==> src/rtl/priority_code_decoder_pkg.sv <==
// Shared types and constants for the priority code decoder.
// State encoding, default code width and drop counter limit.
package prio_code_pkg;

  typedef enum logic [1:0] {
    S_IDLE  = 2'd0,
    S_DRIVE = 2'd1,
    S_GAP   = 2'd2
  } state_e;

  localparam int         CODE_W   = 2;
  localparam logic [7:0] DROP_MAX = 8'd255;

  function automatic logic [7:0] sat_inc(
    input logic [7:0] v
  );
    return (v == DROP_MAX) ? v : v + 8'd1;
  endfunction

  // Counter load value for an n-cycle phase.
  function automatic logic [7:0] cnt_load(
    input int n
  );
    return (n > 0) ? 8'(n - 1) : 8'd0;
  endfunction

endpackage

==> src/rtl/sync_fifo2.sv <==
// Two-entry synchronous FIFO.
// Push is ignored when full, pop is ignored when empty.
module sync_fifo2 #(
  parameter int W = 2
) (
  input  logic         clk,
  input  logic         rst_n,
  input  logic         push,
  input  logic         pop,
  input  logic [W-1:0] din,
  output logic [W-1:0] dout,
  output logic         full,
  output logic         empty
);

  logic [W-1:0] r_mem [2];
  logic         r_wp;
  logic         r_rp;
  logic [1:0]   r_cnt;
  logic         w_push;
  logic         w_pop;

  assign full   = (r_cnt == 2'd2);
  assign empty  = (r_cnt == 2'd0);
  assign w_push = push & ~full;
  assign w_pop  = pop & ~empty;
  assign dout   = r_mem[r_rp];

  always_ff @(posedge clk or negedge rst_n) begin
    if (!rst_n) begin
      r_mem[0] <= '0;
      r_mem[1] <= '0;
      r_wp     <= 1'b0;
      r_rp     <= 1'b0;
      r_cnt    <= 2'd0;
    end else begin
      if (w_push) begin
        r_mem[r_wp] <= din;
        r_wp        <= ~r_wp;
      end
      if (w_pop) begin
        r_rp <= ~r_rp;
      end
      unique case ({w_push, w_pop})
        2'b10:   r_cnt <= r_cnt + 2'd1;
        2'b01:   r_cnt <= r_cnt - 2'd1;
        default: r_cnt <= r_cnt;
      endcase
    end
  end

endmodule

==> src/rtl/priority_code_decoder.sv <==
// Replays buffered {V,Y} codes as held one-hot line pulses
// separated by forced idle gaps; counts dropped (V=0) codes.
module priority_code_decoder
  import prio_code_pkg::*;
#(
  parameter  int N     = CODE_W,
  parameter  int HOLD  = 4,
  parameter  int GAP   = 1,
  localparam int OUT_W = 2**N
) (
  input  logic             clk,
  input  logic             rst_n,
  input  logic             in_valid,
  output logic             in_ready,
  input  logic             in_v,
  input  logic [N-1:0]     in_code,
  output logic [OUT_W-1:0] out_onehot,
  output logic             out_active,
  output logic             busy,
  output logic [7:0]       drop_cnt
);

  localparam logic [7:0] HOLD_LD = cnt_load(HOLD);
  localparam logic [7:0] GAP_LD  = cnt_load(GAP);

  logic             r_rdy_en;
  state_e           r_state;
  state_e           w_state_nx;
  logic [7:0]       r_cnt;
  logic [7:0]       w_cnt_nx;
  logic [OUT_W-1:0] r_onehot;
  logic [OUT_W-1:0] w_onehot_nx;
  logic [OUT_W-1:0] w_dec;
  logic             r_active;
  logic [7:0]       r_drop;
  logic             w_xfer;
  logic             w_push;
  logic             w_drop;
  logic             w_pop;
  logic             w_full;
  logic             w_empty;
  logic [N-1:0]     w_dout;

  // Ready is held low until the first edge after reset release.
  assign in_ready = r_rdy_en & ~w_full;
  assign w_xfer   = in_valid & in_ready;
  assign w_push   = w_xfer & in_v;
  assign w_drop   = w_xfer & ~in_v;

  sync_fifo2 #(
    .W (N)
  ) u_fifo (
    .clk   (clk),
    .rst_n (rst_n),
    .push  (w_push),
    .pop   (w_pop),
    .din   (in_code),
    .dout  (w_dout),
    .full  (w_full),
    .empty (w_empty)
  );

  always_comb begin
    w_dec         = '0;
    w_dec[w_dout] = 1'b1;
  end

  always_comb begin
    w_state_nx  = r_state;
    w_cnt_nx    = r_cnt;
    w_onehot_nx = r_onehot;
    w_pop       = 1'b0;
    unique case (r_state)
      S_IDLE: begin
        if (!w_empty) begin
          w_pop       = 1'b1;
          w_onehot_nx = w_dec;
          w_cnt_nx    = HOLD_LD;
          w_state_nx  = S_DRIVE;
        end
      end
      S_DRIVE: begin
        if (r_cnt != 8'd0) begin
          w_cnt_nx = r_cnt - 8'd1;
        end else begin
          w_onehot_nx = '0;
          if (GAP > 0) begin
            w_cnt_nx   = GAP_LD;
            w_state_nx = S_GAP;
          end else begin
            w_state_nx = S_IDLE;
          end
        end
      end
      S_GAP: begin
        if (r_cnt != 8'd0) begin
          w_cnt_nx = r_cnt - 8'd1;
        end else begin
          w_state_nx = S_IDLE;
        end
      end
      default: begin
        w_onehot_nx = '0;
        w_cnt_nx    = 8'd0;
        w_state_nx  = S_IDLE;
      end
    endcase
  end

  always_ff @(posedge clk or negedge rst_n) begin
    if (!rst_n) begin
      r_rdy_en <= 1'b0;
      r_state  <= S_IDLE;
      r_cnt    <= 8'd0;
      r_onehot <= '0;
      r_active <= 1'b0;
      r_drop   <= 8'd0;
    end else begin
      r_rdy_en <= 1'b1;
      r_state  <= w_state_nx;
      r_cnt    <= w_cnt_nx;
      r_onehot <= w_onehot_nx;
      r_active <= |w_onehot_nx;
      if (w_drop) begin
        r_drop <= sat_inc(r_drop);
      end
    end
  end

  assign out_onehot = r_onehot;
  assign out_active = r_active;
  assign busy       = (r_state != S_IDLE) | ~w_empty;
  assign drop_cnt   = r_drop;

endmodule

==> config.mk <==
export PLATFORM = sky130hd
export DESIGN_NAME = priority_code_decoder
export DESIGN_NICKNAME = d
export VERILOG_FILES = /design/src/rtl/priority_code_decoder_pkg.sv /design/src/rtl/sync_fifo2.sv /design/src/rtl/priority_code_decoder.sv
export SDC_FILE = /design/constraint.sdc
export NUM_CORES = 1
export LEC_CHECK = 0
export BUFFER_PORTS_ARGS = -buffer_cell sky130_fd_sc_hd__buf_2
export CORE_MARGIN = 4
export CORE_UTILIZATION = 45
export CTS_CLUSTER_DIAMETER = 30
export CTS_CLUSTER_SIZE = 20
export DETAILED_ROUTE_END_ITERATION = 10
export PLACE_DENSITY_LB_ADDON = 0.1
export SLEW_MARGIN = 20
export SYNTH_ARGS = -nofsm -noshare
export SYNTH_HDL_FRONTEND = slang
export SYNTH_HIERARCHICAL = 1
export SYNTH_SLANG_ARGS = --single-unit
==> constraint.sdc <==
create_clock -name clk -period 5.45 [get_ports clk]
set_input_delay 1.09 -clock clk [delete_from_list [all_inputs] [get_ports clk]]
set_output_delay 1.09 -clock clk [all_outputs]
set_load 0.05 [all_outputs]
==> metrics.cfg, run 1 <==
[run_status]
outcome=complete, no violations

[floorplanning]
fp.dieH_microns=69.1
core_area_sq_um=3470
dieWidth_microns=69.1
num_rows=21
dieArea_sq_um=4780
initial_core_util=0.484
pin_count=21

[worst_setup_path]
worstSetupEndpoint=busy
worst-setup-path-type=flop to primary output
r2r_cells=4
r2r_setup_slack_ns=3.36
r2r-end=r_cnt[5]$_DFFE_PN0P_
crit_start=u_fifo/r_cnt[1]$_DFFE_PN0P_
cp.arrival_ns=1.77
crit_path_end_kind=primary output
r2r-start=r_cnt[4]$_DFFE_PN0P_
critPathMaxFanout=6
cp.required_ns=4.36
startpoint_type=flop

[clocking]
cts_tree=yes
clockBufferDepth=2
cts_made_buffers=5
cts_root_buffer=clkbuf_8
clk_pin_slew_ns=0.06
cts.htree.levels=2
cts_resized=0
post_cts_buffers=0
insertion_delay_ns=0.28
clock-sinks=32
hold_buffers=0

[min_path]
min_from=u_fifo/r_mem[3]$_DFFE_PN0P_
hp-class=flop to flop

[placed_design]
dp_slack_ns=2.88
io_buffers=20
gp_congestion=0.822
hpwl_microns=2360
dpl.cell_count=222

[yosys]
ys_ff_latch=32
synth_area_sq_um=1680
netlist_instances=160
ys_types=44
async_flop_share=1.00
avgSynthCellArea_sq_um=10.5
yosys_warnings=6
synth_edf_count=0
syn_nets=170
ys_seq_area_frac=0.477
ys.flop_type=dfrtp_1

[job]
maxCapViolCount=0

[timing]
skew_ns=0.00724
hold_viol=0
slew_headroom=0.517
timing.final.crit_share=0.524
tightest_slew_ns=0.718
rsz0062_at_grt=no
whs_ns=0.502
period_needed_ns=2.86
max_freq_mhz=350
setup_viol=0
layout_setup_ws_ns=2.59
report.final.slew_viol_count=0
tns_ns=0

[layout]
nFillCells=333
syn_to_final_growth_pct=13.8
drive_gt1_frac=0.228
layout_commonest_cell=dfrtp_1
layout_common_cells=dfrtp_1 (32), buf_2 (20), nand2_1 (12), nor2_1 (10), a21oi_1 (10)
instances_no_fill=230
diodes=0
fin_nets=193

[drt]
dr_total_vias=1235
ant_nets=0
post_drt_wl_per_cell_microns=13.7
via_per_inst=5.37
drtIter0Drc=81
routed_wl_microns=3150
first_pass_iters=4
drc=0

[pwr]
p_leak_nw=0.894
peakVddDrop_mv=0.263
cellPowerDensity_nw_per_um2=633

[grt]
grt_pass1_wl_microns=5640
grt_max_degree=33
grt-ovfl-total=0
grt_pass1_vias=1249
antenna_found_initial=0
track_usage=0.145

metrics by stage:
stage	util	instance area [sq um]	power, mW
3_5_place_dp	0.526	1820	1.03
2_1_floorplan	-	1680	0.903
3_3_place_gp	0.526	1820	1.02
4_1_cts	0.552	1910	1.22
6_report	0.552	1910	1.21
5_1_grt	0.552	1910	1.31
cells by family (layout without fill, tap and decap cells):
family                   count (synthesis)  after routing  share of synthesized area
multiplexers                             9              9                     0.0633
buffers and inverters                   10             34                     0.0223
flip-flops                              32             32                      0.477
other                                    1              1                    0.00223
AO/OA/AOI/OAI                           29             29                      0.113
AND/OR/NAND/NOR                         63             63                      0.230
adder cells (fa/ha/maj)                  4              4                     0.0298
XOR/XNOR                                12             12                     0.0625
cell usage after synthesis, types with 2 or more instances:
| master | n | share of area |
|---|---|---|
| dfrtp_1 | 32 | 0.48 |
| or2_2 | 2 | 0.0074 |
| mux2_2 | 5 | 0.034 |
| a211o_1 | 2 | 0.010 |
| and3_1 | 5 | 0.019 |
| xnor2_1 | 8 | 0.042 |
| inv_1 | 6 | 0.013 |
| or3b_2 | 2 | 0.010 |
| nor2b_1 | 2 | 0.0074 |
| o41ai_1 | 3 | 0.016 |
| clkbuf_1 | 4 | 0.0089 |
| mux2_4 | 2 | 0.018 |
| or3_1 | 4 | 0.015 |
| nand3_1 | 5 | 0.015 |
| nor4_1 | 3 | 0.011 |
| o21ai_0 | 6 | 0.018 |
| nand4_1 | 2 | 0.0074 |
| nor2_1 | 10 | 0.022 |
| nor3b_1 | 2 | 0.0089 |
| nand2b_1 | 3 | 0.011 |
| nor3_1 | 2 | 0.0060 |
| ha_1 | 4 | 0.030 |
| nand2_1 | 12 | 0.027 |
| a21oi_1 | 10 | 0.030 |
| xor2_1 | 4 | 0.021 |
| mux2i_1 | 2 | 0.012 |
worst max-delay path, stage by stage, from the launching register on:
cell     delay (ns)
dfrtp_1        0.42
nor2_1         0.29
or3b_2         0.54
buf_2          0.24
state kept, by name, summed over array words and instances, names as in the netlist:
name	flops
out_onehot	4
r_rdy_en	1
r_state	2
u_fifo/r_cnt	2
out_active	1
drop_cnt	8
u_fifo/r_rp	1
u_fifo/r_wp	1
u_fifo/r_mem	4
r_cnt	8
report_power, final:
group / switching [mW] / internal [mW] / leakage (nW)
sequential: 0.0946 / 0.329 / 0.405
combinational: 0.365 / 0.237 / 0.443
clock: 0.0821 / 0.103 / 0.0455
total: 0.542 / 0.669 / 0.894
worst min path at each step:
stage               depth (start not counted)  slack (ns)                     endpoint
floorplan                                   1        0.47      u_fifo/r_wp$_DFFE_PN0N_
global placement                            1        0.48      drop_cnt[7]$_DFFE_PN0P_
detailed placement                          1        0.49  u_fifo/r_mem[2]$_DFFE_PN0P_
CTS                                         1        0.50      drop_cnt[7]$_DFFE_PN0P_
global route                                1        0.52  u_fifo/r_mem[3]$_DFFE_PN0P_
finish                                      1        0.50  u_fifo/r_mem[3]$_DFFE_PN0P_
cell type report:
| cell class | instances | area (sq um) | area share |
|---|---|---|---|
| clock buffers | 8 | 90.1 | 0.0471 |
| inverters | 6 | 22.5 | 0.0118 |
| multi-input cells | 118 | 842 | 0.440 |
| flip-flops and latches | 32 | 801 | 0.419 |
| well taps | 46 | 57.6 | 0.0301 |
| repair buffers | 20 | 100 | 0.0523 |
routing by layer:
metal  vias up  track usage  share of wire
met3         2       0.0494          0.042
met2        17        0.230           0.49
met4         0       0.0564         0.0070
met1       594        0.180           0.46
met5         -            0              0
li1        622            -              -
No activity file was read; power rests on OpenSTA's default activity.
==> inputs of run 2 (changes only) <==
- clock period: 5.45 -> 2.6 ns (I/O delays scaled with it)
==> run 2 against run 1 <==
Compared with the run above:
- combinational power up 110%
- largest cell class unchanged
- power up 110%
- critical path type unchanged
- sequential share of layout area down 0.22 points
- final area up 0.52%
- clock skew down 0.0020 ns
==> metrics.cfg, run 2 (synthesized netlist as in run 1, its figures left out) <==
[clocking]
hold_buffers=0  ; unchanged
post_cts_buffers=0  ; unchanged
clock-sinks=32  ; unchanged
cts_resized=0  ; unchanged
cts_root_buffer=clkbuf_8
clk_pin_slew_ns=0.07  ; about the same
cts_made_buffers=5  ; unchanged
cts_tree=yes
clockBufferDepth=2  ; unchanged
cts.htree.levels=2  ; unchanged
insertion_delay_ns=0.28  ; about the same

[grt]
grt_max_degree=33  ; unchanged
grt_pass1_wl_microns=5460  ; -3.2%
antenna_found_initial=0  ; unchanged
track_usage=0.143  ; -0.00109
grt_pass1_vias=1165  ; -6.7%
grt-ovfl-total=0  ; unchanged

[timing]
skew_ns=0.00527  ; -0.00197 ns
timing.final.crit_share=0.892
tns_ns=0  ; unchanged
setup_viol=0  ; unchanged
period_needed_ns=2.32
max_freq_mhz=431
layout_setup_ws_ns=0.282  ; -2.31 ns
report.final.slew_viol_count=0  ; unchanged
whs_ns=0.281  ; -0.221 ns
tightest_slew_ns=0.682  ; -0.0356 ns
slew_headroom=0.539  ; +0.0220
hold_viol=0  ; unchanged
rsz0062_at_grt=no

[pwr]
peakVddDrop_mv=0.527  ; +100%
swShare=0.448  ; +0.000810
seqPwrFrac=0.348  ; -0.002
cellPowerDensity_nw_per_um2=1330  ; +110%
p_leak_nw=0.904  ; +1.1%
net-switching-power_mw=1.14  ; +110%
finalPower_mw=2.55  ; +110%
combPwrFrac=0.502  ; +0.005
pwr-share-clk=0.150  ; -0.003
p_int_mw=1.41  ; +110%

[drt]
first_pass_iters=4  ; unchanged
post_drt_wl_per_cell_microns=13.8  ; +0.36%
drc=0  ; unchanged
drtIter0Drc=98  ; +21%
via_per_inst=5.47  ; +1.8%
routed_wl_microns=3180  ; +0.79%
ant_nets=0  ; unchanged
dr_total_vias=1263  ; +2.3%

[layout]
layout_commonest_cell=dfrtp_1
instances_no_fill=231  ; +0.43%
fin_nets=194  ; +0.52%
nFillCells=333  ; unchanged
drive_gt1_frac=0.243  ; +0.0150
layout_common_cells=dfrtp_1 (32), buf_2 (20), nand2_1 (12), nor2_1 (10), a21oi_1 (10)
diodes=0  ; unchanged
fin_area_sq_um=1920  ; +0.52%
regArea_sq_um=801  ; unchanged
syn_to_final_growth_pct=14.4
multi_input_area_sq_um=842  ; unchanged
postLayoutCoreUtil=0.554  ; +0.00289

[placed_design]
dp_slack_ns=0.577  ; -2.31 ns
dpl.cell_count=223  ; +0.45%
gp_congestion=0.857  ; +4.3%
io_buffers=20  ; unchanged
place_area_sq_um=1830  ; +0.41%
hpwl_microns=2380  ; +0.71%

[floorplanning]
initial_core_util=0.484  ; unchanged
fp.dieH_microns=69.1  ; unchanged
dieArea_sq_um=4780  ; unchanged
dieWidth_microns=69.1  ; unchanged
core_area_sq_um=3470  ; unchanged
pin_count=21  ; unchanged
num_rows=21  ; unchanged

[worst_setup_path]
startpoint_type=flop
worst-setup-path-type=flop to primary output
cp.required_ns=2.08  ; -2.28 ns
r2r_cells=7  ; +3
r2r-end=u_fifo/r_cnt[1]$_DFFE_PN0P_
r2r_setup_slack_ns=0.64  ; -2.72 ns
critPathMaxFanout=6  ; unchanged
r2r-start=u_fifo/r_cnt[1]$_DFFE_PN0P_
cp.arrival_ns=1.80  ; +0.03 ns
crit_path_end_kind=primary output

[run_status]
outcome=complete, no violations

[job]
maxCapViolCount=0  ; unchanged

[min_path]
hp-class=primary input to asynchronous set/reset pin

## run 2: area by class of cell
class	count	area share
clock inverters	2	0.00520
multi-input cells	118	0.438
repair buffers	21	0.0560
inverters	6	0.0117
flip-flops and latches	32	0.416
well taps	46	0.0299
clock buffers	6	0.0429
## run 2: worst max path at each step
stage                                      from                     endpoint  slack, ns  cells past startpoint
global route        u_fifo/r_cnt[0]$_DFFE_PN0P_                         busy       0.20                      3
finish              u_fifo/r_cnt[1]$_DFFE_PN0P_                         busy       0.28                      3
CTS                 u_fifo/r_cnt[1]$_DFFE_PN0P_                         busy       0.26                      3
global placement    u_fifo/r_cnt[1]$_DFFE_PN0P_                         busy       0.60                      3
detailed placement  u_fifo/r_cnt[1]$_DFFE_PN0P_                         busy       0.58                      3
floorplan           u_fifo/r_cnt[0]$_DFFE_PN0P_  u_fifo/r_cnt[1]$_DFFE_PN0P_       0.20                      8
## run 2: critical path, stage by stage, from the launching register on
cell and delay [ns]:
dfrtp_1 0.42, nor2_1 0.32, or3b_2 0.54, buf_2 0.24
## run 2: layer usage
metal | vias up | wire [microns] | track usage
met3 | 4 | 132 | 0.0451
met2 | 28 | 1550 | 0.219
met1 | 609 | 1460 | 0.188
met5 | - | 0 | 0
li1 | 622 | - | -
met4 | 0 | 38 | 0.0586
## run 2: power by group through the flow
stage	combinational [mW]	clock, mW	sequential, mW
global placement	1.27	0	0.886
floorplan	0.852	0	1.04
finish	1.28	0.383	0.889
detailed placement	1.28	0	0.897
global route	1.42	0.426	0.922
CTS	1.29	0.404	0.889
